## config.mk

```make
export PLATFORM = sky130hd
export DESIGN_NAME = uart_rx_core_param
export DESIGN_NICKNAME = d
export VERILOG_FILES = /design/src/rtl/uart_rx_core_param.sv
export SDC_FILE = /design/constraint.sdc
export NUM_CORES = 1
export LEC_CHECK = 0
export ABC_AREA = 1
export CAP_MARGIN = 10
export CELL_PAD_IN_SITES_DETAIL_PLACEMENT = 0
export CELL_PAD_IN_SITES_GLOBAL_PLACEMENT = 2
export CORE_MARGIN = 8
export CORE_UTILIZATION = 34
export CTS_BUF_LIST = sky130_fd_sc_hd__clkbuf_16
export DETAILED_ROUTE_END_ITERATION = 10
export PLACE_DENSITY = 0.89
export SLEW_MARGIN = 20
export SYNTH_ARGS = -nofsm -noshare
export SYNTH_HDL_FRONTEND = slang
export SYNTH_SLANG_ARGS = --single-unit
export TNS_END_PERCENT = 100
```

## constraint.sdc

```tcl
create_clock -name clk -period 2.7 [get_ports clk]
set_input_delay 0.54 -clock clk [delete_from_list [all_inputs] [get_ports clk]]
set_output_delay 0.54 -clock clk [all_outputs]
set_load 0.02 [all_outputs]
```

## src/rtl/uart_rx_core_param.sv

```systemverilog
`default_nettype none
// =============================================================================
// Module : uart_rx_core_param
// Brief  : UART receiver with 3-sample majority vote and parity/stop checks.
// Rev    : 1.0 - initial release
// =============================================================================
module uart_rx_core_param #(
    parameter int DATA_WIDTH = 8,
    parameter int PRESCALE_W = 6
) (
    input  logic                  clk,
    input  logic                  rst,
    input  logic                  rx_in,
    input  logic [PRESCALE_W-1:0] prescale,
    input  logic                  par_en,
    input  logic                  par_typ,
    input  logic                  stop_bits,
    output logic [DATA_WIDTH-1:0] p_data,
    output logic                  data_valid,
    output logic                  par_err,
    output logic                  stp_err,
    output logic                  busy
);

    localparam int BIT_W = $clog2(DATA_WIDTH);

    localparam logic [2:0] S_IDLE   = 3'd0;
    localparam logic [2:0] S_START  = 3'd1;
    localparam logic [2:0] S_DATA   = 3'd2;
    localparam logic [2:0] S_PARITY = 3'd3;
    localparam logic [2:0] S_STOP1  = 3'd4;
    localparam logic [2:0] S_STOP2  = 3'd5;

    localparam logic [PRESCALE_W-1:0] MIN_P    = PRESCALE_W'(8);
    localparam logic [PRESCALE_W-1:0] ONE_P    = PRESCALE_W'(1);
    localparam logic [BIT_W-1:0]      LAST_BIT = BIT_W'(DATA_WIDTH - 1);

    logic [2:0]            state_q,       state_d;
    logic [PRESCALE_W-1:0] edge_q,        edge_d;
    logic [BIT_W-1:0]      bit_q,         bit_d;
    logic [2:0]            samp_q,        samp_d;
    logic [DATA_WIDTH-1:0] shift_q,       shift_d;
    logic [PRESCALE_W-1:0] cfg_p_q,       cfg_p_d;
    logic                  cfg_par_en_q,  cfg_par_en_d;
    logic                  cfg_par_typ_q, cfg_par_typ_d;
    logic                  cfg_stop2_q,   cfg_stop2_d;
    logic                  par_fail_q,    par_fail_d;
    logic [DATA_WIDTH-1:0] p_data_q,      p_data_d;
    logic                  valid_q,       valid_d;
    logic                  par_err_q,     par_err_d;
    logic                  stp_err_q,     stp_err_d;
    logic                  busy_q;

    logic [PRESCALE_W-1:0] w_p_even;
    logic [PRESCALE_W-1:0] w_p_eff;
    logic [PRESCALE_W-1:0] w_half;
    logic                  w_dec;
    logic                  w_end;
    logic                  w_maj;
    logic                  done;
    logic                  stp_bad;

    // Odd prescale values are rounded down; anything below 8 is clamped.
    assign w_p_even = prescale & ~ONE_P;
    assign w_p_eff  = (w_p_even < MIN_P) ? MIN_P : w_p_even;
    assign w_half   = cfg_p_q >> 1;
    assign w_dec    = (edge_q == w_half + PRESCALE_W'(2));
    assign w_end    = (edge_q == cfg_p_q - ONE_P);
    assign w_maj    = (samp_q[0] & samp_q[1]) | (samp_q[0] & samp_q[2]) |
                      (samp_q[1] & samp_q[2]);

    always_comb begin
        state_d       = state_q;
        edge_d        = w_end ? '0 : edge_q + ONE_P;
        bit_d         = bit_q;
        samp_d        = samp_q;
        shift_d       = shift_q;
        cfg_p_d       = cfg_p_q;
        cfg_par_en_d  = cfg_par_en_q;
        cfg_par_typ_d = cfg_par_typ_q;
        cfg_stop2_d   = cfg_stop2_q;
        par_fail_d    = par_fail_q;
        p_data_d      = p_data_q;
        valid_d       = 1'b0;
        par_err_d     = 1'b0;
        stp_err_d     = 1'b0;
        done          = 1'b0;
        stp_bad       = 1'b0;

        if (edge_q == w_half - ONE_P) samp_d[0] = rx_in;
        if (edge_q == w_half)         samp_d[1] = rx_in;
        if (edge_q == w_half + ONE_P) samp_d[2] = rx_in;

        case (state_q)
            S_IDLE: begin
                edge_d = '0;
                // The detecting cycle counts as edge 0 of the start bit.
                if (!rx_in) begin
                    state_d       = S_START;
                    edge_d        = ONE_P;
                    bit_d         = '0;
                    par_fail_d    = 1'b0;
                    cfg_p_d       = w_p_eff;
                    cfg_par_en_d  = par_en;
                    cfg_par_typ_d = par_typ;
                    cfg_stop2_d   = stop_bits;
                end
            end
            S_START: begin
                if (w_dec && w_maj) begin
                    state_d = S_IDLE;
                    edge_d  = '0;
                end else if (w_end) begin
                    state_d = S_DATA;
                    bit_d   = '0;
                end
            end
            S_DATA: begin
                if (w_dec) shift_d = {w_maj, shift_q[DATA_WIDTH-1:1]};
                if (w_end) begin
                    if (bit_q == LAST_BIT) begin
                        state_d = cfg_par_en_q ? S_PARITY : S_STOP1;
                        bit_d   = '0;
                    end else begin
                        bit_d = bit_q + BIT_W'(1);
                    end
                end
            end
            S_PARITY: begin
                if (w_dec && (w_maj != ((^shift_q) ^ cfg_par_typ_q))) par_fail_d = 1'b1;
                if (w_end) state_d = S_STOP1;
            end
            S_STOP1: begin
                if (w_end) state_d = S_STOP2;
                if (w_dec) begin
                    if (!w_maj) begin
                        done    = 1'b1;
                        stp_bad = 1'b1;
                    end else if (!cfg_stop2_q) begin
                        done = 1'b1;
                    end
                end
            end
            S_STOP2: begin
                if (w_dec) begin
                    done    = 1'b1;
                    stp_bad = !w_maj;
                end
            end
            default: begin
                state_d = S_IDLE;
                edge_d  = '0;
            end
        endcase

        // A parity failure is held until the frame ends so the receiver stays frame-aligned.
        if (done) begin
            state_d    = S_IDLE;
            edge_d     = '0;
            par_fail_d = 1'b0;
            if (!par_fail_q && !stp_bad) begin
                valid_d  = 1'b1;
                p_data_d = shift_q;
            end else begin
                par_err_d = par_fail_q;
                stp_err_d = stp_bad;
            end
        end
    end

    always_ff @(posedge clk or negedge rst) begin
        if (!rst) begin
            state_q       <= S_IDLE;
            edge_q        <= '0;
            bit_q         <= '0;
            samp_q        <= '0;
            shift_q       <= '0;
            cfg_p_q       <= MIN_P;
            cfg_par_en_q  <= 1'b0;
            cfg_par_typ_q <= 1'b0;
            cfg_stop2_q   <= 1'b0;
            par_fail_q    <= 1'b0;
            p_data_q      <= '0;
            valid_q       <= 1'b0;
            par_err_q     <= 1'b0;
            stp_err_q     <= 1'b0;
            busy_q        <= 1'b0;
        end else begin
            state_q       <= state_d;
            edge_q        <= edge_d;
            bit_q         <= bit_d;
            samp_q        <= samp_d;
            shift_q       <= shift_d;
            cfg_p_q       <= cfg_p_d;
            cfg_par_en_q  <= cfg_par_en_d;
            cfg_par_typ_q <= cfg_par_typ_d;
            cfg_stop2_q   <= cfg_stop2_d;
            par_fail_q    <= par_fail_d;
            p_data_q      <= p_data_d;
            valid_q       <= valid_d;
            par_err_q     <= par_err_d;
            stp_err_q     <= stp_err_d;
            busy_q        <= (state_d != S_IDLE);
        end
    end

    assign p_data     = p_data_q;
    assign data_valid = valid_q;
    assign par_err    = par_err_q;
    assign stp_err    = stp_err_q;
    assign busy       = busy_q;

endmodule
`default_nettype wire

```

* Yosys cells after proc, flatten, opt, wreduce, memory -nomap -nowiden
Cells that the tools add are included.
** Word-level totals
- Word-level logic and storage cells :: 107
- Input port bits :: 12
- Register bits :: 45
** Cells by class
- Reduce and logical (&&, ||, !) cells :: 17
- Equality and inequality tests :: 18
- $lt $le $gt $ge :: 1
- Add/sub/neg operators :: 6
- Bitwise operators :: 7
- Mux-type cells :: 41
** Operators by type and width (count)
- $mux W3 :: 14
- $eq A6 B6 Y1 :: 4
- $mux W6 :: 4
- $pmux W3 S6 :: 1
- $pmux W6 S3 :: 1
- $mux W1 :: 17
- $eq A3 B3 Y1 const B :: 3
- $pmux W3 S3 :: 1
- $reduce_bool A3 Y1 :: 3
- $ne A2 B2 Y1 const B :: 4
- $reduce_xor A8 Y1 :: 1
- $add A5 B1 Y6 const B :: 1
- $add A5 B2 Y6 const B :: 1
- $add A6 B1 Y6 const B :: 1
- $eq A3 B2 Y1 const B :: 2
- $eq A6 B5 Y1 :: 1
- $lt A6 B4 Y1 const B :: 1
- $ne A3 B3 Y1 const B :: 2
- $pmux W1 S2 :: 3
- $reduce_and A2 Y1 :: 3
- $sub A5 B1 Y6 const B :: 1
- $sub A6 B1 Y6 const B :: 1
- $reduce_and A5 Y1 :: 1
- $reduce_or A4 Y1 :: 1
- 11 further kinds :: 18

* Depth between registers and ports, before layout
- Word-level depth :: 10
- Gate-level depth with buffers :: 15

* Least setup slack after synthesis
OpenSTA, ideal clock, no wires.
- Path kind :: reg-to-reg
- Start :: register cfg_p_q[3]
- End :: register p_data_q[6], in the netlist p_data[6]
- Stages on the path, launching flop included :: 12
- Path slack :: 0.762 ns
- Arrival time :: 1.820 ns
- Buffers on the path :: 1
- Library setup time :: 0.118 ns
- Required time :: 2.582 ns
- Path through :: dfstp_2 inv_2 ha_1 xnor2_1 nand3_2 nor2_4 nand3_4 inv_2 nand3_4 buf_6 nand2_2 o21ai_2
** On the way
- Word-level cells in the longest chain between the ends :: 7
- Elaborated cells between the ends (all ways) :: 11
** Ends and longest elaborated chain
- start, declared :: RTL line 43 : logic [PRESCALE_W-1:0] cfg_p_q, cfg_p_d;
- start signal, assigned :: RTL line 194 : cfg_p_q <= cfg_p_d;
- $add A5 B2 Y6 * :: RTL line 67 : assign w_dec = (edge_q == w_half + PRESCALE_W'(2));
- $eq A6 B6 Y1 * :: RTL line 67
- $mux W1, on equally long branches :: RTL line 145, 135
- $pmux W1 S2 :: RTL line 94 : case (state_q)
- $logic_not A1 Y1 :: RTL line 161 : if (!par_fail_q && !stp_bad) begin
- $logic_and A1 B1 Y1 :: RTL line 161
- $reduce_and A2 Y1 (no line) *
- end signal, assigned :: RTL line 199 : p_data_q <= p_data_d;
- end, declared :: RTL line 48 : logic [DATA_WIDTH-1:0] p_data_q, p_data_d;
Mark *: on every way between the ends. The rest lies on a longest branch, timed or not.
A chain may end at the register's enable or synchronous reset.

* Worst setup path in the final report
- Start :: register cfg_p_q[3]
- End :: register p_data_q[0], in the netlist p_data[0]
Same word-level chain as after synthesis.

==> metrics.md <==
| Metric | Value |
|---|---|
| Status | finished, final reports clean |
| Die area | 11300 sq um |
| Max clock buf depth | 2 |
| Nature of the critical path endpoint | flip-flop |
| IO Port Bufs | 22 |
| Drt drc | 0 |
| Maximum clock frequency | 0.476 GHz |
| Fill cell count | 855 |
| Worst Setup Path Type | flip-flop to flip-flop |
| Lkg Pwr | 0.00162 uW |
| Synth Flop Type | dfrtp_1 |
| Reg clk slew, reported paths | 70 ps |
| Seq cells post-synth | 44 |
| Startpoint Class | flip-flop |
| Post-DP HPWL | 4.79 mm |
| R2R setup slack | 600 ps |
| Fin Clk Skew | 3.53 ps |
| Layout area overhead | 17.3% |
| Routed WL per cell | 12.2 um |
| Final hold slack | 131 ps |
| Min cycle time layout | 2100 ps |
| FP Rows | 33 |
| N_diodes | 0 |
| YS warnings | 0 |
| Worst flop-to-flop path startpoint | cfg_p_q[3] |
| Post-Syn Nets | 390 |
| EDFF count, synth | 0 |
| Most instantiated library cell after synthesis | nand2_1 |
| NumNets Final | 415 |
| Worst Tran Pin Value | 428 ps |
| Total CTS buffers | 5 |
| Post-route setup TNS | 0 ps |
| Layout cells sized above 1 | 13.4% |
| Starting DRT DRC Count | 97 |
| Clock Latency Late Sink | 280 ps |
| Mean Syn Cell Area | 7.49 sq um |
| Sequential area share after synthesis | 39.8% |
| Postcts setup bufs | 0 |
| Via count | 2291 |
| Vias per inst | 4.57 |
| Largest net degree at the start of global routing | 19 |
| Worst R2R Path Depth | 10 |
| Max FO, Critical Path | 17 |
| Most frequent cells after synthesis | nand2_1 (121), inv_1 (48), dfrtp_1 (43), nand3_1 (25), o21ai_0 (20) |
| First-pass GRT wire length | 10.8 mm |
| Sink Count | 44 |
| Worst slew margin relative to its limit | 71.2% |
| Ys async rst share | 100% |
| Yosys top cell area share | 38.8% |
| Initial antenna violation count | 0 |
| Final ANT Viol Nets | 0 |
| Area leader, netlist | dfrtp_1 |
| Drt first pass iters | 4 |
| Drt total wl | 6.13 mm |
| Placer's final routability congestion estimate | 0.849 |
| Worst path required time | 2870 ps |
| R2R Path End | p_data[0] |
| Die height | 106 um |
| Post-synthesis cell count | 370 |
| Worst endpoint data arrival time | 2280 ps |
| # IOs | 24 |
| GRT Total Usage | 11.8% |
| Vias in the first global route | 2283 |
| Initial Util | 34.4% |
| Synth Cell Area | 2770 sq um |
| Total grt overflow | 0 |
| Final setup vio count | 0 |
| H-tree depth | 2 |
| Max-cap violations | 0 |
| CTS Hold Bufs | 0 |
| Fin. Hold Viols | 0 |
| Yosys cell types | 35 |
| Die Width | 106 um |
| Post-CTS Resized | 0 |
| Ranking of synthesized cells by area | dfrtp_1 (39%), nand2_1 (16%), inv_1 (6.5%), nand3_1 (4.5%), ha_1 (3.6%) |
| Clock root cell | clkbuf_16 |
| CTS tree | built |
| RSZ-0062 raised after global routing | false |
| Peak VDD IR | 0.379 mV |
| Core area | 8050 sq um |
| Final Cycle Share | 77.9% |
| Hold WC Path Type | input port to async pin |
| Power density cells | 964 nW/um^2 |
| Fin. max-slew vios | 0 |
-- area by class of cell --
type                       count  area (sq um)  share of cell area (%)
timing repair buffer          25           238                    7.32
inverter                      57           216                    6.66
multi-input combinational    262          1390                    42.8
tap                          105           131                    4.04
clock buffer                   5           125                    3.85
sequential                    44          1100                    33.9
clock inverter                 3          46.3                    1.42
-- power by group --
group,switching (uW),internal [uW]
Clock,273,440
Sequential,191,812
Combinational,909,507
-- kinds of logic after synthesis --
| group | after synthesis | synth area share, % |
|---|---|---|
| AND/OR/NAND/NOR | 195 | 32.8 |
| buffers and inverters | 64 | 10.0 |
| flip-flops | 44 | 39.8 |
| adder cells (fa/ha/maj) | 8 | 3.61 |
| XOR/XNOR | 10 | 3.16 |
| AO/OA/AOI/OAI | 49 | 10.6 |
-- worst max path at each step --
| stage | cells after the start | to | start | slack (ps) |
|---|---|---|---|---|
| after floorplan | 11 | p_data[6] | cfg_p_q[3] | 760 |
| after global placement | 10 | p_data[7] | cfg_p_q[3] | 590 |
| after detailed placement | 10 | p_data[0] | cfg_p_q[3] | 570 |
| after CTS | 10 | p_data[0] | cfg_p_q[3] | 560 |
| after global routing | 10 | p_data[4] | cfg_p_q[2] | 410 |
| final | 10 | p_data[0] | cfg_p_q[3] | 600 |
-- placed cells by master (no fill, tap or decap), drive strengths merged, types with 2 or more instances in the layout --
cell           synthesis  routed
nand2                129     129
inv                   56      57
dfrtp                 43      43
o21ai                 35      35
nand3                 32      32
nor2                  23      23
clkdlybuf4s50          0      21
a21oi                  8       8
ha                     8       8
xor2                   7       7
clkbuf                 1       5
nand4                  4       4
buf                    6       4
xnor2                  3       3
nor3                   3       3
nor4                   2       2
o31ai                  2       2
-- worst max-delay path: stages, from the launching register on --
cell,delay (ps)
dfstp_2,600
inv_2,90
ha_1,290
xnor2_1,170
nand3_2,100
nor2_4,150
nand3_4,90
inv_2,90
nand3_4,210
nand2_1,150
o21ai_2,60
-- state kept, by name (all words and copies together) (netlist names) --
register and flops:
stp_err 1, cfg_par_en_q 1, par_err 1, state_q 3
cfg_stop2_q 1, busy 1, cfg_p_q 5, edge_q 6
data_valid 1, par_fail_q 1, bit_q 3, shift_q 8
p_data 8, samp_q 3, cfg_par_typ_q 1
-- stage by stage --
step | cells | setup WS, ps | power [uW] | util [%] | area [sq um]
detailed placement | 493 | 573 | 2440 | 38.2 | 3080
global placement | 493 | 591 | 2430 | 38.2 | 3080
CTS | 501 | 558 | 3170 | 40.4 | 3250
global route | 501 | 410 | 3440 | 40.4 | 3250
floorplan | 370 | 762 | 2130 | - | 2770
finish | 501 | 598 | 3130 | 40.4 | 3250
-- metal layers --
layer	vias to the layer above	global-route usage (%)	routed length, um
met1	1040	15.7	3180
met3	4	2.84	202
met2	28	18.3	2690
li1	1219	-	-
met5	-	0	0
met4	0	3.92	61
Note: power is estimated with default switching activity, not from simulation.
